`src/rtl/seg_pkg.sv`:
```
// Shared constants and types for the seven-segment scan driver.
// Holds the hex-to-segment table, the dark pattern and default 100 MHz timing.
package seg_pkg;

  // Active-low segment byte with everything off.
  localparam logic [7:0] SEG_OFF = 8'hFF;

  // Default slot timing at 100 MHz: 2 ms per digit, 10 us of blanking.
  localparam int SCAN_CNT_DEF  = 200000;
  localparam int BLANK_CNT_DEF = 1000;

  // Active-high a..g patterns, bit 0 = a. Entry n lives at HEX_SEG[n],
  // so the concatenation below is listed from F down to 0.
  localparam logic [15:0][6:0] HEX_SEG = {
    7'h71, 7'h79, 7'h5E, 7'h39, 7'h7C, 7'h77, 7'h6F, 7'h7F,
    7'h07, 7'h7D, 7'h6D, 7'h66, 7'h4F, 7'h5B, 7'h06, 7'h3F
  };

  typedef enum logic [1:0] {
    S_OFF   = 2'd0,
    S_BLANK = 2'd1,
    S_SHOW  = 2'd2
  } state_t;

endpackage

```
`src/rtl/seg_scan_driver_if.sv`:
```
// Display-side bundle of the scan driver: control in, timer nibble in,
// digit enables / segments / digit index out.
interface seg_scan_driver_if #(
  parameter int NUM_DIGITS = 2
);
  logic                  disp_on;
  logic [3:0]            num;
  logic [NUM_DIGITS-1:0] dp_mask;
  logic [NUM_DIGITS-1:0] led_en;
  logic [7:0]            seg;
  logic [2:0]            dig_idx;

  // The driver itself.
  modport master (
    input  disp_on, num, dp_mask,
    output led_en, seg, dig_idx
  );

  // The surroundings: control logic, digit-value timer and the board.
  modport slave (
    output disp_on, num, dp_mask,
    input  led_en, seg, dig_idx
  );
endinterface

```
`src/rtl/seg_hex_decode.sv`:
```
// Combinational hex nibble to active-high a..g segment decode.
// Inversion and decimal point are left to the parent.
module seg_hex_decode
  import seg_pkg::*;
(
  input  logic [3:0] num,
  output logic [6:0] seg_abc
);

  assign seg_abc = HEX_SEG[num];

endmodule

```
`src/rtl/seg_scan_driver.sv`:
```
// Time-multiplexed seven-segment scan driver.
//
// state   | meaning
// --------+---------------------------------------------------------------
// S_OFF   | display dark, counter and digit index parked at 0
// S_BLANK | start of a slot: all digits off while the timer's num settles
// S_SHOW  | owning digit enabled; segments track num with one cycle of lag
//
// The slot counter runs 0..SCAN_CNT-1 across BLANK and SHOW of one digit.
// led_en feeds the timer's digit selects, so num only reflects the new digit
// once led_en has switched; seg is therefore loaded one cycle after led_en
// asserts, and the first SHOW cycle still shows dark segments.
module seg_scan_driver
  import seg_pkg::*;
#(
  parameter int NUM_DIGITS = 2,
  parameter int SCAN_CNT   = SCAN_CNT_DEF,
  parameter int BLANK_CNT  = BLANK_CNT_DEF,
  parameter int CNT_W      = 18
) (
  input logic              clk,
  input logic              rst,
  seg_scan_driver_if.master bus
);

  localparam logic [CNT_W-1:0] BLANK_LAST = CNT_W'(BLANK_CNT - 1);
  localparam logic [CNT_W-1:0] SCAN_LAST  = CNT_W'(SCAN_CNT - 1);
  localparam logic [2:0]       DIG_LAST   = 3'(NUM_DIGITS - 1);

  state_t                state_q, state_d;
  logic [CNT_W-1:0]      cnt_q, cnt_d;
  logic [2:0]            dig_q, dig_d;
  logic [NUM_DIGITS-1:0] led_q, led_d;
  logic [7:0]            seg_q, seg_d;

  logic [6:0]            seg_abc;
  logic                  dp_sel;
  logic [NUM_DIGITS-1:0] led_show;

  seg_hex_decode u_hex_decode (
    .num     (bus.num),
    .seg_abc (seg_abc)
  );

  // Per-digit view of the current index: one-cold enable and its dp request.
  always_comb begin
    dp_sel   = 1'b0;
    led_show = '1;
    for (int i = 0; i < NUM_DIGITS; i++) begin
      if (dig_q == 3'(i)) begin
        dp_sel      = bus.dp_mask[i];
        led_show[i] = 1'b0;
      end
    end
  end

  // Next state, counter, digit index and output registers; disable wins last.
  always_comb begin
    state_d = state_q;
    cnt_d   = cnt_q;
    dig_d   = dig_q;
    led_d   = '1;
    seg_d   = SEG_OFF;

    unique case (state_q)
      S_OFF: begin
        cnt_d = '0;
        dig_d = '0;
        if (bus.disp_on) begin
          state_d = S_BLANK;
        end
      end

      S_BLANK: begin
        cnt_d = cnt_q + 1'b1;
        if (cnt_q == BLANK_LAST) begin
          state_d = S_SHOW;
          led_d   = led_show;
        end
      end

      S_SHOW: begin
        if (cnt_q == SCAN_LAST) begin
          cnt_d   = '0;
          dig_d   = (dig_q == DIG_LAST) ? 3'd0 : dig_q + 3'd1;
          state_d = S_BLANK;
        end else begin
          cnt_d = cnt_q + 1'b1;
          led_d = led_show;
          seg_d = ~{dp_sel, seg_abc};
        end
      end

      default: begin
        state_d = S_OFF;
        cnt_d   = '0;
        dig_d   = '0;
      end
    endcase

    // Turning the display off overrides everything, including a slot wrap,
    // so a re-enable always begins at digit 0 with a full blank window.
    if (!bus.disp_on) begin
      state_d = S_OFF;
      cnt_d   = '0;
      dig_d   = '0;
      led_d   = '1;
      seg_d   = SEG_OFF;
    end
  end

  // State and output registers, all dark while reset is held.
  always_ff @(posedge clk or posedge rst) begin
    if (rst) begin
      state_q <= S_OFF;
      cnt_q   <= '0;
      dig_q   <= '0;
      led_q   <= '1;
      seg_q   <= SEG_OFF;
    end else begin
      state_q <= state_d;
      cnt_q   <= cnt_d;
      dig_q   <= dig_d;
      led_q   <= led_d;
      seg_q   <= seg_d;
    end
  end

  assign bus.led_en  = led_q;
  assign bus.seg     = seg_q;
  assign bus.dig_idx = dig_q;

endmodule

```
`src/flat_wrapper.sv`:
```
// flat-port wrapper written by rule: the top's interface ports become plain ports
module seg_scan_driver_flat import seg_pkg::*;
#(
  parameter int NUM_DIGITS = 2,
  parameter int SCAN_CNT   = SCAN_CNT_DEF,
  parameter int BLANK_CNT  = BLANK_CNT_DEF,
  parameter int CNT_W      = 18
)
  (clk, rst, bus_disp_on, bus_num, bus_dp_mask, bus_led_en, bus_seg, bus_dig_idx);
  seg_scan_driver_if #(.NUM_DIGITS(NUM_DIGITS)) bus_i ();
  input logic clk;
  input logic rst;
  input wire logic [$bits(bus_i.disp_on)-1:0] bus_disp_on;
  input wire logic [$bits(bus_i.num)-1:0] bus_num;
  input wire logic [$bits(bus_i.dp_mask)-1:0] bus_dp_mask;
  output wire logic [$bits(bus_i.led_en)-1:0] bus_led_en;
  output wire logic [$bits(bus_i.seg)-1:0] bus_seg;
  output wire logic [$bits(bus_i.dig_idx)-1:0] bus_dig_idx;
  assign bus_i.disp_on = bus_disp_on;
  assign bus_i.num = bus_num;
  assign bus_i.dp_mask = bus_dp_mask;
  assign bus_led_en = bus_i.led_en;
  assign bus_seg = bus_i.seg;
  assign bus_dig_idx = bus_i.dig_idx;
  seg_scan_driver #(.NUM_DIGITS(NUM_DIGITS), .SCAN_CNT(SCAN_CNT), .BLANK_CNT(BLANK_CNT), .CNT_W(CNT_W)) u_core (.clk(clk), .rst(rst), .bus(bus_i));
endmodule
```
`config.mk`:
```
export PLATFORM = sky130hd
export DESIGN_NAME = seg_scan_driver_flat
export DESIGN_NICKNAME = d
export VERILOG_FILES = /design/src/rtl/seg_pkg.sv /design/src/rtl/seg_scan_driver_if.sv /design/src/rtl/seg_hex_decode.sv /design/src/rtl/seg_scan_driver.sv /design/src/flat_wrapper.sv
export SDC_FILE = /design/constraint.sdc
export NUM_CORES = 1
export LEC_CHECK = 0
export CAP_MARGIN = 20
export CORE_ASPECT_RATIO = 1.4
export CORE_MARGIN = 3
export CORE_UTILIZATION = 57
export CTS_BUF_LIST = sky130_fd_sc_hd__clkbuf_8
export CTS_CLUSTER_DIAMETER = 200
export DETAILED_ROUTE_END_ITERATION = 10
export GPL_TIMING_DRIVEN = 0
export HOLD_SLACK_MARGIN = 0.02
export PLACE_DENSITY = 0.9
export SLEW_MARGIN = 20
export SYNTH_ARGS = -nofsm -noshare
export SYNTH_HDL_FRONTEND = slang
export SYNTH_SLANG_ARGS = --single-unit
```
`constraint.sdc`:
```
create_clock -name clk -period 2.3 [get_ports clk]
set_input_delay 0.23 -clock clk [delete_from_list [all_inputs] [get_ports clk]]
set_output_delay 0.23 -clock clk [all_outputs]
set_load 0.03 [all_outputs]
```
==> flow_summary_export.csv <==
group,metric,value,unit
timing,setup_tns,0,ps
setup_path,cp.required,2470,ps
timing,tightest_slew,662.2,ps
global_route,grt_pass1_vias,1415,
placed_design,place_hpwl,2.744,mm
global_route,grt_use_met2,36.97,%
timing,finalWorstSetupSlack,342.5,ps
detailed_routing,drt_wl_total,3.741,mm
global_route,grt_use_met3,5.112,%
cells_and_area,diodes,0,
cells_and_area,nets,231,
setup_path,path_max_fanout,10,
synthesis,synth-edff-count,0,
power_and_ir_drop,leakagePower,0.8924,nW
synthesis,synth_cells,186,
setup_path,worstSetupPathType,"reg2reg",
synthesis,avgSynthCellArea,9.720,um^2
floorplanning,fp-row-count,23,
synthesis,ys_ff_latch,33,
floorplanning,dieHeight,72.64,um
setup_path,worstPathCellList,"ha_1 > nand2_1 > nor2_2 > a31oi_1 > buf_2 > o21ai_0 > o21ai_1",
timing,post-route-min-period,1957,ps
setup_path,r2r_slack,340,ps
synthesis,yosysWarnings,0,
power_and_ir_drop,ir_worst_vdd,0.0005186,V
clocking,cts_setup_buffers,0,
global_route,grt_busiest_layer,"met2",
clocking,numCtsBuffers,5,
placed_design,portBuffers,20,
setup_path,crit_buf_inv,1,
setup_path,endpoint_kind,"flop",
detailed_routing,drc_errors,0,
clocking,clk_pin_slew,60,ps
global_route,grt_pass1_wl,6.141,mm
global_route,grt_antenna_before_repair,0,
detailed_routing,drt-wirelength-per-cell,14.90,um
clocking,clock_latency,290,ps
clocking,cts-hold-fix-buffers,0,
cells_and_area,drive_above_1_share,12.62,%
synthesis,synth_seq_area_share,46.37,%
synthesis,ys_types,40,
setup_path,cp.arrival,2130,ps
cells_and_area,layout_common_cells,"nor2_1, dfrtp_1, nand2_1, clkdlybuf4s50_1, xor2_1",
cells_and_area,area_growth,18.34,%
setup_path,cpPeakStageDelay,400,ps
clocking,cts_resized,0,
global_route,grt_max_degree,34,
cells_and_area,fillers,205,
timing,max-slew-margin-rel,55.79,%
setup_path,cp_top_family,"simple AND/OR/NAND/NOR gates",
detailed_routing,ant_nets,0,
clocking,cts_root_buffer,"clkbuf_8",
placed_design,gp_congestion,0.8327,
min_path,min_path_type,"in2reg",
timing,fmax,510.9,MHz
timing,setup_viol,0,
setup_path,crit_path_start_kind,"flop",
timing,rsz0062_at_grt,"false",
detailed_routing,drt_first_iter_violations,40,
floorplanning,ioPinCount,22,
global_route,grt_use_met1,24.53,%
synthesis,synth_nets,204,
synthesis,synth-main-ff-cell,"dfrtp_1",
timing,period_share,85.11,%
clocking,clock-sinks,33,
clocking,cts_tree,"yes",
setup_path,cp_slowest_cell,"dfrtp_1",
floorplanning,fp.dieW,53.60,um
floorplanning,fp.coreArea,2964,um^2
clocking,cts_max_level,2,
synthesis,netlist_area,1808,um^2
status,outcome,"completed",
timing,finalHoldViolations,0,
synthesis,synth-async-reset-ratio,100.0,%
job,drv_cap,0,
floorplanning,dieArea,3893,um^2
timing,finalMaxSlewViolations,0,
power_and_ir_drop,p_per_area,702.5,nW/um^2
detailed_routing,viasPerCell,5.892,
placed_design,pre_cts_slack,187.5,ps
detailed_routing,via_count,1479,
detailed_routing,drt_pass1_iterations,4,
clocking,clockBufferDepth,2,
timing,finClkSkew,5.285,ps
floorplanning,start_util,61.00,%
global_route,overflow,0,
global_route,track_usage,21.66,%
## sequential cells by signal (all words and copies together) (netlist names)
register and flops:
u_core.state_q 2, u_core.cnt_q 18, u_core.bus.seg 8, u_core.bus.led_en 2
u_core.bus.dig_idx 3
## layout make-up
class	instances	area [um^2]	share of cell area [%]
Multi-Input combinational cell	138	907.1	42.40
Clock buffer	5	68.82	3.216
Inverter	10	37.54	1.754
Timing Repair Buffer	20	200.2	9.357
Buffer	5	27.53	1.287
Tap cell	37	46.29	2.164
Sequential cell	33	838.3	39.18
Clock inverter	3	13.76	0.6433
## cell usage after synthesis (all sizes together), types with 2 or more instances
cell type | instances | share of area, %
dfstp | 10 | 15
a21oi | 2 | 0.55
o21ai | 14 | 4.5
o311ai | 4 | 1.9
nand3 | 11 | 3.0
nand2b | 4 | 1.4
nor2 | 25 | 5.6
nand2 | 20 | 4.2
a32o | 2 | 1.1
xnor2 | 4 | 1.9
a31oi | 2 | 1.5
and3 | 4 | 1.5
buf | 2 | 0.90
inv | 10 | 2.1
nand4b | 3 | 1.5
dfrtp | 23 | 32
ha | 9 | 6.2
nor3 | 2 | 0.55
nand4 | 3 | 1.0
xor2 | 12 | 5.8
clkbuf | 3 | 0.62
and4 | 3 | 1.5
o211ai | 3 | 1.2
## per-layer routing
metal  routed length, um  share of wire (%)
met5                   0                  0
met1                1464                 39
met3                 158                4.2
met4                  82                2.2
met2                2035                 54
## cells by family after synthesis
logic type / Yosys count / synth area share [%]
and+or+nand+nor: 82 / 23.18
DFF: 33 / 46.37
AOI/OAI and AO/OA: 30 / 12.32
xor gates and xnor gates: 16 / 7.751
buffers and inverters: 15 / 3.598
adders and majority gates: 9 / 6.228
muxes: 1 / 0.5537
## tightest hold or removal path, stage by stage
cell and delay (ps):
clkbuf_1 180, nand2_1 130, o211ai_1 80
## where the power goes
part / internal [mW] / switching (mW)
sequential: 0.650 / 0.0305
clock: 0.205 / 0.206
combinational: 0.164 / 0.248
total: 1.02 / 0.484
## path summary, 6_finish.rpt
kind / start / to / cells after the start
max: u_core.cnt_q[0]$_DFF_PP0_ / u_core.bus.dig_idx[2]$_DFFE_PP0P_ / 7
min: bus_num[3] / u_core.bus.seg[4]$_DFF_PP1_ / 3
max reg2reg: u_core.cnt_q[0]$_DFF_PP0_ / u_core.bus.dig_idx[2]$_DFFE_PP0P_ / 7
min reg2reg: u_core.cnt_q[0]$_DFF_PP0_ / u_core.cnt_q[0]$_DFF_PP0_ / 1
max in group asynchronous: rst / u_core.bus.dig_idx[1]$_DFFE_PP0P_ / 2
min in group asynchronous: rst / u_core.cnt_q[1]$_DFF_PP0_ / 2
## per-stage QoR
stage                     util, %  cells  hold slack [ps]  power (mW)  cell area [um^2]
after floorplan                 -    186            335.1      0.9751              1808
after global placement      69.31    243            479.0       1.081              2054
after detailed placement    69.31    243            500.6       1.102              2054
after CTS                   72.10    251            331.7       1.514              2137
after global routing        72.18    251            399.7       1.579              2140
final                       72.18    251            343.9       1.503              2140
(Power assumes the default switching activity.)
